`src/rtl/burst_pkg.sv`:
```
// Shared command codes and FSM state encoding for the burst RAM line master.
package burst_pkg;

  localparam logic CMD_READ  = 1'b0;
  localparam logic CMD_WRITE = 1'b1;

  typedef enum logic [2:0] {
    ST_CALIB,
    ST_IDLE,
    ST_WRITE_BURST,
    ST_READ_WAIT,
    ST_READ_BURST,
    ST_DONE
  } burst_master_state_e;

endpackage

```
`src/rtl/burst_line_master.sv`:
```
// Turns one cache-line read/write into a single burst command: streams write words out,
// reassembles read beats into a line, and flags read timeouts or broken bursts.
module burst_line_master
  import burst_pkg::*;
#(
  parameter int DataBitWidth    = 64,
  parameter int AddressBitWidth = 4,
  parameter int BurstDataCount  = 4,
  parameter int TimeoutCycles   = 64,
  localparam int LINE_BITS      = DataBitWidth * BurstDataCount,
  localparam int LINE_ADDR_BITS = AddressBitWidth - $clog2(BurstDataCount)
) (
  input  logic                        clk,
  input  logic                        rst,
  input  logic                        req_valid,
  input  logic                        req_write,
  input  logic [LINE_ADDR_BITS-1:0]   req_addr,
  input  logic [LINE_BITS-1:0]        req_wr_line,
  output logic                        req_ready,
  output logic                        done,
  output logic                        error,
  output logic [LINE_BITS-1:0]        rd_line,
  output logic                        cmd,
  output logic                        cmd_en,
  output logic [AddressBitWidth-1:0]  addr,
  output logic [DataBitWidth-1:0]     wr_data,
  output logic [DataBitWidth/8-1:0]   data_mask,
  input  logic [DataBitWidth-1:0]     rd_data,
  input  logic                        rd_data_valid,
  input  logic                        init_calib,
  input  logic                        ram_busy
);

  localparam int BEAT_BITS = $clog2(BurstDataCount);
  localparam int TMO_BITS  = $clog2(TimeoutCycles + 1);

  burst_master_state_e    state;
  logic [LINE_BITS-1:0]   wr_shift;
  logic [LINE_BITS-1:0]   rd_buf;
  logic [LINE_BITS-1:0]   asm_line;
  logic [BEAT_BITS-1:0]   beat;
  logic [TMO_BITS-1:0]    tmo;

  assign data_mask = '0;
  assign req_ready = (state == ST_IDLE) && init_calib && !ram_busy;

  // Read buffer with the current beat dropped into its slot; feeds both rd_buf and rd_line.
  always_comb begin
    asm_line = rd_buf;
    asm_line[int'(beat)*DataBitWidth +: DataBitWidth] = rd_data;
  end

  always_ff @(posedge clk or posedge rst) begin
    if (rst) begin
      state    <= ST_CALIB;
      done     <= 1'b0;
      error    <= 1'b0;
      rd_line  <= '0;
      cmd      <= CMD_READ;
      cmd_en   <= 1'b0;
      addr     <= '0;
      wr_data  <= '0;
      wr_shift <= '0;
      rd_buf   <= '0;
      beat     <= '0;
      tmo      <= '0;
    end else begin
      cmd_en <= 1'b0;
      done   <= 1'b0;
      error  <= 1'b0;
      case (state)
        ST_CALIB: begin
          if (init_calib) state <= ST_IDLE;
        end
        ST_IDLE: begin
          if (!init_calib) begin
            state <= ST_CALIB;
          end else if (req_valid && req_ready) begin
            cmd_en   <= 1'b1;
            cmd      <= req_write;
            addr     <= {req_addr, {BEAT_BITS{1'b0}}};
            wr_data  <= req_wr_line[DataBitWidth-1:0];
            wr_shift <= req_wr_line >> DataBitWidth;
            tmo      <= '0;
            if (req_write == CMD_WRITE) begin
              beat  <= BEAT_BITS'(1);
              state <= ST_WRITE_BURST;
            end else begin
              beat  <= '0;
              state <= ST_READ_WAIT;
            end
          end
        end
        ST_WRITE_BURST: begin
          // beat wraps to zero once word N-1 has been put on wr_data
          if (beat == '0) begin
            done  <= 1'b1;
            state <= ST_DONE;
          end else begin
            wr_data  <= wr_shift[DataBitWidth-1:0];
            wr_shift <= wr_shift >> DataBitWidth;
            beat     <= beat + 1'b1;
          end
        end
        ST_READ_WAIT: begin
          if (rd_data_valid) begin
            rd_buf <= asm_line;
            beat   <= beat + 1'b1;
            state  <= ST_READ_BURST;
          end else if (tmo == TMO_BITS'(TimeoutCycles - 1)) begin
            done  <= 1'b1;
            error <= 1'b1;
            state <= ST_DONE;
          end else begin
            tmo <= tmo + 1'b1;
          end
        end
        ST_READ_BURST: begin
          if (rd_data_valid) begin
            rd_buf <= asm_line;
            beat   <= beat + 1'b1;
            if (beat == BEAT_BITS'(BurstDataCount - 1)) begin
              rd_line <= asm_line;
              done    <= 1'b1;
              state   <= ST_DONE;
            end
          end else begin
            done  <= 1'b1;
            error <= 1'b1;
            state <= ST_DONE;
          end
        end
        ST_DONE: begin
          state <= ST_IDLE;
        end
        default: begin
          state <= ST_CALIB;
        end
      endcase
    end
  end

endmodule

```
`config.mk`:
```
export PLATFORM = sky130hd
export DESIGN_NAME = burst_line_master
export DESIGN_NICKNAME = d
export VERILOG_FILES = /design/src/rtl/burst_pkg.sv /design/src/rtl/burst_line_master.sv
export SDC_FILE = /design/constraint.sdc
export NUM_CORES = 2
export LEC_CHECK = 0
export BUFFER_PORTS_ARGS = -buffer_cell sky130_fd_sc_hd__buf_2
export CAP_MARGIN = 25
export CORE_ASPECT_RATIO = 2
export CORE_MARGIN = 2
export CORE_UTILIZATION = 40
export DETAILED_ROUTE_END_ITERATION = 7
export PLACE_DENSITY = 0.66
export SKIP_LAST_GASP = 1
export SLEW_MARGIN = 40
export SYNTH_ARGS = -nofsm -noshare
export SYNTH_HDL_FRONTEND = slang
export SYNTH_SLANG_ARGS = --single-unit
export TNS_END_PERCENT = 30
```
`constraint.sdc`:
```
create_clock -name clk -period 66.1 [get_ports clk]
set_clock_uncertainty 0.1 [all_clocks]
set_input_delay 0 -clock clk [delete_from_list [all_inputs] [get_ports clk]]
set_output_delay 0 -clock clk [all_outputs]
set_load 0.005 [all_outputs]
```
* After elaboration in Yosys (flattened, before gate mapping)
Cells that the tools add are included.
** Word-level totals
- Register bits after elaboration :: 850
- Logic and storage cells :: 93
** Cells by class
- Add/sub/neg operators :: 3
- Eq/ne operators :: 18
- Shift-type cells :: 2
- Muxes and demuxes :: 41
- Reduce and logical (&&, ||, !) cells :: 17
** Operator list (count)
- $mux 256 :: 3
- $pmux 256 s2 :: 1
- $bwmux 256 :: 1
- $shift 64x33->256 const A :: 1
- $shiftx 64x33->256 :: 1
- $mux 64 :: 3
- $pmux 64 s2 :: 1
- $neg 8->33 :: 1
- $mux 7 :: 4
- $mux 3 :: 8
- $pmux 3 s6 :: 1
- $reduce_and 5->1 :: 3
- $pmux 7 s2 :: 1
- $ne 2x2->1 const B :: 6
- $mux 1 :: 11
- $mux 2 :: 4
- $add 7x1->7 const B :: 1
- $eq 7x6->1 const B :: 1
- $eq 3x2->1 const B :: 2
- $eq 3x3->1 const B :: 2
- $ne 3x3->1 const B :: 2
- $pmux 2 s3 :: 1
- $reduce_and 3->1 :: 2
- $ne 2x1->1 const B :: 2
- other kinds (15) :: 18

* Longest topological paths before layout
- Word-level depth :: 7
- Depth in mapped cells :: 10
- Mapped depth without buffers :: 6

* Worst setup path before layout
Ideal clock, no wire load.
- Path type :: reg-to-reg
- From :: reg beat[0]
- To :: reg rd_buf[100]
- Data arrival time :: 2048 ps
- Slack :: 63831 ps
- Cell stages (with the launch flop) :: 11
- Cells stage by stage :: dfrtp_1 inv_1 ha_1 clkbuf_1 nor2b_1 and3_1 clkbuf_1 and2_1 buf_2 buf_2 a22o_1
** Between the ends
- Word-level cells in the longest chain between the ends :: 3
- Elaborated cells on any way between the ends :: 4
- Classes of those cells :: 1 x add/sub; 2 x shift; 1 x mux
** Ends and longest elaborated chain
- start, declared :: line burst_line_master.sv:41 : logic [BEAT_BITS-1:0] beat;
- start signal, assigned :: line burst_line_master.sv:102 : beat <= beat + 1'b1;
- start signal, assigned :: line burst_line_master.sv:108 : beat <= beat + 1'b1;
- start signal, assigned :: line burst_line_master.sv:121 : beat <= beat + 1'b1;
- $neg 8->33 (*) :: line burst_line_master.sv:50 : asm_line[int'(beat)*DataBitWidth +: DataBitWidth] = rd_data;
- $shiftx 64x33->256 or $shift 64x33->256 (tied branches) :: line burst_line_master.sv:50
- $bwmux 256 (*) :: line burst_line_master.sv:50
- end signal, assigned :: line burst_line_master.sv:107 : rd_buf <= asm_line;
- end signal, assigned :: line burst_line_master.sv:120 : rd_buf <= asm_line;
- end, declared :: line burst_line_master.sv:39 : logic [LINE_BITS-1:0] rd_buf;
Every way passes the cells marked *; elsewhere a longest branch is shown, timed or not.
A chain may end at the register's enable or synchronous reset.

* Worst setup path in the final report
- From :: reg state[1]
- To :: reg wr_shift[92]
** Between the ends
- Word-level cells in the longest chain between the ends :: 6
- Elaborated cells on any way between the ends :: 11
- Classes of those cells :: 5 x eq/ne; 1 x mux; 5 x reduce/logical
** Ends and longest elaborated chain
- start, declared :: line burst_line_master.sv:37 : burst_master_state_e state;
- start signal, assigned :: line burst_line_master.sv:55 : state <= ST_CALIB;
- start signal, assigned :: line burst_line_master.sv:73 : if (init_calib) state <= ST_IDLE;
- start signal, assigned :: line burst_line_master.sv:77 : state <= ST_CALIB;
- $eq 3x1->1 :: line burst_line_master.sv:45, burst_line_master.sv:71
- $logic_and 1x1->1 (2 in a row) :: line burst_line_master.sv:45 : assign req_ready = (state == ST_IDLE) && init_calib && !ram_busy;
- $logic_and 1x1->1 :: line burst_line_master.sv:78 : end else if (req_valid && req_ready) begin
- $ne 2x1->1 (no line)
- $reduce_and 4->1 (no line)
- end signal, assigned :: line burst_line_master.sv:83 : wr_shift <= req_wr_line >> DataBitWidth;
- end signal, assigned :: line burst_line_master.sv:101 : wr_shift <= wr_shift >> DataBitWidth;
- end, declared :: line burst_line_master.sv:38 : logic [LINE_BITS-1:0] wr_shift;
Parallel ways exist; a longest one is shown, timed or not.

==> impl_results.html <==
<table>
<tr><th>Metric</th><th>Value</th></tr>
<tr><th colspan="2">Run status</th></tr>
<tr><td>Run status</td><td>completed</td></tr>
<tr><th colspan="2">CTS</th></tr>
<tr><td>Number of buffers on the longest clock path</td><td>3</td></tr>
<tr><td>Clock transition time at the flip-flop clock pins of the worst setup and hold paths</td><td>approximately 0.07 ns</td></tr>
<tr><td>Total clock buffers created by CTS</td><td>just over 70</td></tr>
<tr><td>Clock latency on the worst-skew pair</td><td>about 0.67 ns</td></tr>
<tr><td>Number of sinks on the clock net</td><td>786</td></tr>
<tr><td>Master cell of the clock root buffer</td><td>clkbuf_16</td></tr>
<tr><td>CTS H-tree lvls</td><td>3</td></tr>
<tr><td>Total of cells resized after clock tree synthesis</td><td>0</td></tr>
<tr><td>TritonCTS clock tree</td><td>built</td></tr>
<tr><th colspan="2">Worst setup path</th></tr>
<tr><td>Critical path required time</td><td>66.57 ns</td></tr>
<tr><td>Startpoint of the worst-slack reg-to-reg timing path</td><td>state[1]$_DFFE_PP0P_</td></tr>
<tr><td>Type of element capturing the critical path</td><td>flip-flop</td></tr>
<tr><td>Depth of the worst register-to-register path</td><td>9</td></tr>
<tr><td>Data arrival, critical path</td><td>about 4.2 ns</td></tr>
<tr><td>Worst reg2reg path endpoint</td><td>wr_shift[92]$_DFFE_PP0P_</td></tr>
<tr><td>Maximum net fanout on the critical path</td><td>156</td></tr>
<tr><td>Worst Path Class, Setup</td><td>reg2reg</td></tr>
<tr><td>R2R Setup Slk</td><td>around 62 ns</td></tr>
<tr><td>Kind of start point of the critical path</td><td>flip-flop</td></tr>
<tr><th colspan="2">STA</th></tr>
<tr><td>Slew at the pin closest to its max-slew limit</td><td>between 0.8 and 0.9 ns</td></tr>
<tr><td>Final Critical Period</td><td>3.77 ns</td></tr>
<tr><td>Slew headroom</td><td>between 40% and 50%</td></tr>
<tr><td>Unrepaired setup endpoints after global routing</td><td>no</td></tr>
<tr><td>Achievable clock frequency</td><td>between 200 and 300 MHz</td></tr>
<tr><td>Hold Violations, Final</td><td>0</td></tr>
<tr><td>Accumulated negative setup slack</td><td>0 ns</td></tr>
<tr><td>Crit share post-route</td><td>5.70%</td></tr>
<tr><td>Worst hold-check slack</td><td>0.0370 ns</td></tr>
<tr><td>Final setup fails</td><td>0</td></tr>
<tr><td>Final Max Slew Viols</td><td>0</td></tr>
<tr><td>Least setup slack across all paths after layout</td><td>slightly above 60 ns</td></tr>
<tr><th colspan="2">Floorplanning</th></tr>
<tr><td>Core Rows</td><td>approximately 150</td></tr>
<tr><td>I/O pin count</td><td>666</td></tr>
<tr><td>Chip Height</td><td>411 µm</td></tr>
<tr><td>Die width</td><td>about 210 µm</td></tr>
<tr><td>Floorplan Core Area</td><td>roughly 0.082 mm²</td></tr>
<tr><td>Die area</td><td>between 0.08 and 0.09 mm²</td></tr>
<tr><td>Initial core utilization</td><td>40.3%</td></tr>
<tr><th colspan="2">Pwr</th></tr>
<tr><td>Pwr/cell area</td><td>between 30 and 40 mW/mm²</td></tr>
<tr><td>Total power of the final layout</td><td>about 1500 µW</td></tr>
<tr><td>Leakage</td><td>roughly 0.021 µW</td></tr>
<tr><td>Peak supply drop</td><td>roughly 25 µV</td></tr>
<tr><th colspan="2">Cells and area</th></tr>
<tr><td>Area growth syn-to-layout</td><td>32.3%</td></tr>
<tr><td>Share of post-route cells with drive strength above 1</td><td>roughly 19%</td></tr>
<tr><td>Most frequent cells in the layout</td><td>nand2_1 (786), dfrtp_1 (786), buf_2 (655)</td></tr>
<tr><td>Final instance count without filler cells</td><td>roughly 5400</td></tr>
<tr><td>Net count of the finished layout</td><td>between 4000 and 5000</td></tr>
<tr><th colspan="2">Drt</th></tr>
<tr><td>Count of vias placed by the detailed router</td><td>approximately 30000</td></tr>
<tr><td>DRT antenna net count</td><td>0</td></tr>
<tr><td>Detailed-route DRC error count</td><td>0</td></tr>
<tr><td>DR WL/cell</td><td>20.9 µm</td></tr>
<tr><td>Total wirelength of the detailed-routed design</td><td>between 100000 and 150000 µm</td></tr>
<tr><td>Via density per instance</td><td>5.48</td></tr>
<tr><td>Drt initial violations</td><td>between 2000 and 3000</td></tr>
<tr><td>Drt pass-1 iters</td><td>6</td></tr>
<tr><th colspan="2">Placed design</th></tr>
<tr><td>Final GP Congestion</td><td>around 0.81</td></tr>
<tr><td>Post-place setup slack</td><td>62.06 ns</td></tr>
<tr><td>Number of input and output port buffers inserted</td><td>roughly 660</td></tr>
<tr><td>Placed instance count</td><td>4837</td></tr>
<tr><td>Post-DP HPWL</td><td>around 67000 µm</td></tr>
<tr><th colspan="2">Logic synthesis</th></tr>
<tr><td>Post-synthesis instance area</td><td>approximately 0.033 mm²</td></tr>
<tr><td>Share of the yosys chip area belonging to registers</td><td>about three fifths</td></tr>
<tr><td>Synth top area cells</td><td>dfrtp_1 (59%), nand2_1 (8.9%), a22o_1 (6.7%)</td></tr>
<tr><td>Yosys warnings</td><td>0</td></tr>
<tr><td>Post-synth cell types</td><td>45</td></tr>
<tr><td>Leading area contributor after synthesis</td><td>dfrtp_1</td></tr>
<tr><td>Top FF cell, synth</td><td>dfrtp_1</td></tr>
<tr><td>EDFF count, synth</td><td>0</td></tr>
<tr><td>Share of the synthesized area in the top cell type</td><td>59.3%</td></tr>
<tr><td>Proportion of synthesized flip-flops having asynchronous set or reset</td><td>100%</td></tr>
<tr><td>Flops &amp; latches, synth</td><td>between 700 and 800</td></tr>
<tr><td>Average cell area after synthesis</td><td>9.67 µm²</td></tr>
<tr><td>Post-synthesis instance total</td><td>3429</td></tr>
<tr><th colspan="2">Min path</th></tr>
<tr><td>Startpoint of the most critical hold path</td><td>req_wr_line[192]</td></tr>
<tr><td>Count of cells along the worst hold path</td><td>4</td></tr>
<tr><td>Hold EP</td><td>wr_shift[128]$_DFFE_PP0P_</td></tr>
<tr><td>Kind of path behind the tightest hold check</td><td>in2reg</td></tr>
<tr><th colspan="2">GRT</th></tr>
<tr><td>Number of global-route vias before repair</td><td>29400</td></tr>
<tr><td>Global Route Usage Sum</td><td>between 20% and 30%</td></tr>
<tr><td>Wire length of the first global-routing pass</td><td>~170000 µm</td></tr>
<tr><td>GRT overflow</td><td>0</td></tr>
<tr><td>Antenna violations before repair</td><td>4</td></tr>
<tr><td>Largest net degree at the start of global routing</td><td>160</td></tr>
<tr><th colspan="2">Flow run</th></tr>
<tr><td>Number of maximum-capacitance constraint violations</td><td>0</td></tr>
</table>
[cell usage after synthesis, drive strengths merged (2+ instances only)]
library cell and instances:
o31ai 2, o2bb2ai 2, nor3b 2, and3 2
a21oi 199, buf 117, nor3 2, o22a 2
nor2b 197, dfrtp 786, a22oi 65, nand2 790
nand3 67, ha 7, a31oi 197, inv 9
and2 6, a22o 254, o21ai 262, mux2i 4
nor4bb 2, clkbuf 233, nand2b 5, nor2 201
[layout make-up]
type                       instances  area, µm²
inverter                           9       50.0
tap                             1057       1320
multi-input combinational       2293      12200
timing repair buffer            1126       8160
sequential                       786      19700
antenna                            7       17.5
fill                            7036      38500
clock buffer                     104       2090
clock inverter                    27        417
[worst max-delay path, stage by stage (launching register included)]
cell     delay, ns
dfrtp_1       0.59
or3b_4        0.43
buf_6         0.29
o22ai_4       0.19
buf_4         0.36
buf_16        0.29
buf_12        0.37
buf_16        0.42
nor2_1        0.10
a31oi_1       0.24
[metrics by stage]
stage          utilization [%]  instance area [µm²]
3_5_place_dp              44.9                37000
6_report                  53.3                43900
5_1_grt                   53.3                43900
4_1_cts                   53.1                43800
2_1_floorplan                -                33200
3_3_place_gp              44.6                36700
[per-layer routing]
metal,up-vias,part of all wire [%],routed length [µm],global-route usage (%)
met2,1448,48,53900,42.9
li1,13400,-,-,-
met4,0,4.1,4650,11.2
met1,14500,40,45500,33.3
met5,-,0,0,0
met3,232,7.8,8790,5.13
[report_power, final]
group	leakage (µW)	total, µW	internal (µW)	switching [µW]
Combinational	0.00944	378	158	220
Sequential	0.0102	665	594	70.5
Clock	0.00122	445	245	200
[worst max-delay path by stage]
stage                         startpoint                  endpoint  slack [ns]  depth (start not counted)
floorplan                            rst       addr[2]$_DFFE_PP0P_       43.93                          1
CTS                  beat[0]$_DFFE_PP0P_    rd_buf[42]$_DFFE_PP0P_       62.07                          7
finish              state[1]$_DFFE_PP0P_  wr_shift[92]$_DFFE_PP0P_       62.33                          9
detailed placement   beat[0]$_DFFE_PP0P_    rd_buf[49]$_DFFE_PP0P_       62.06                          7
global route        state[1]$_DFFE_PP0P_  wr_shift[92]$_DFFE_PP0P_       62.11                          9
global placement     beat[0]$_DFFE_PP0P_    rd_buf[56]$_DFFE_PP0P_       62.08                          7
[cell families after synthesis]
logic type,count (synthesis),share of synthesized area (%)
fa+ha+maj,7,0.264
other cells,1,0.0113
flops,786,59.3
mux,4,0.121
compound gates,994,19.3
buf+inv,359,4.55
simple gates,1278,16.5
[timing repair]
action                     in CTS  in global routing
setup buffers                   0                  0
hold buffers                  431                  0
hold endpoints to repair      929                  0
setup endpoints to repair       0                  0
[registers in the layout (all words and copies together) (netlist names)]
register	flops
addr	2
beat	2
cmd	1
cmd_en	1
done	1
error	1
rd_buf	256
rd_line	256
state	3
tmo	7
wr_data	64
wr_shift	192
(Power assumes the default switching activity.)
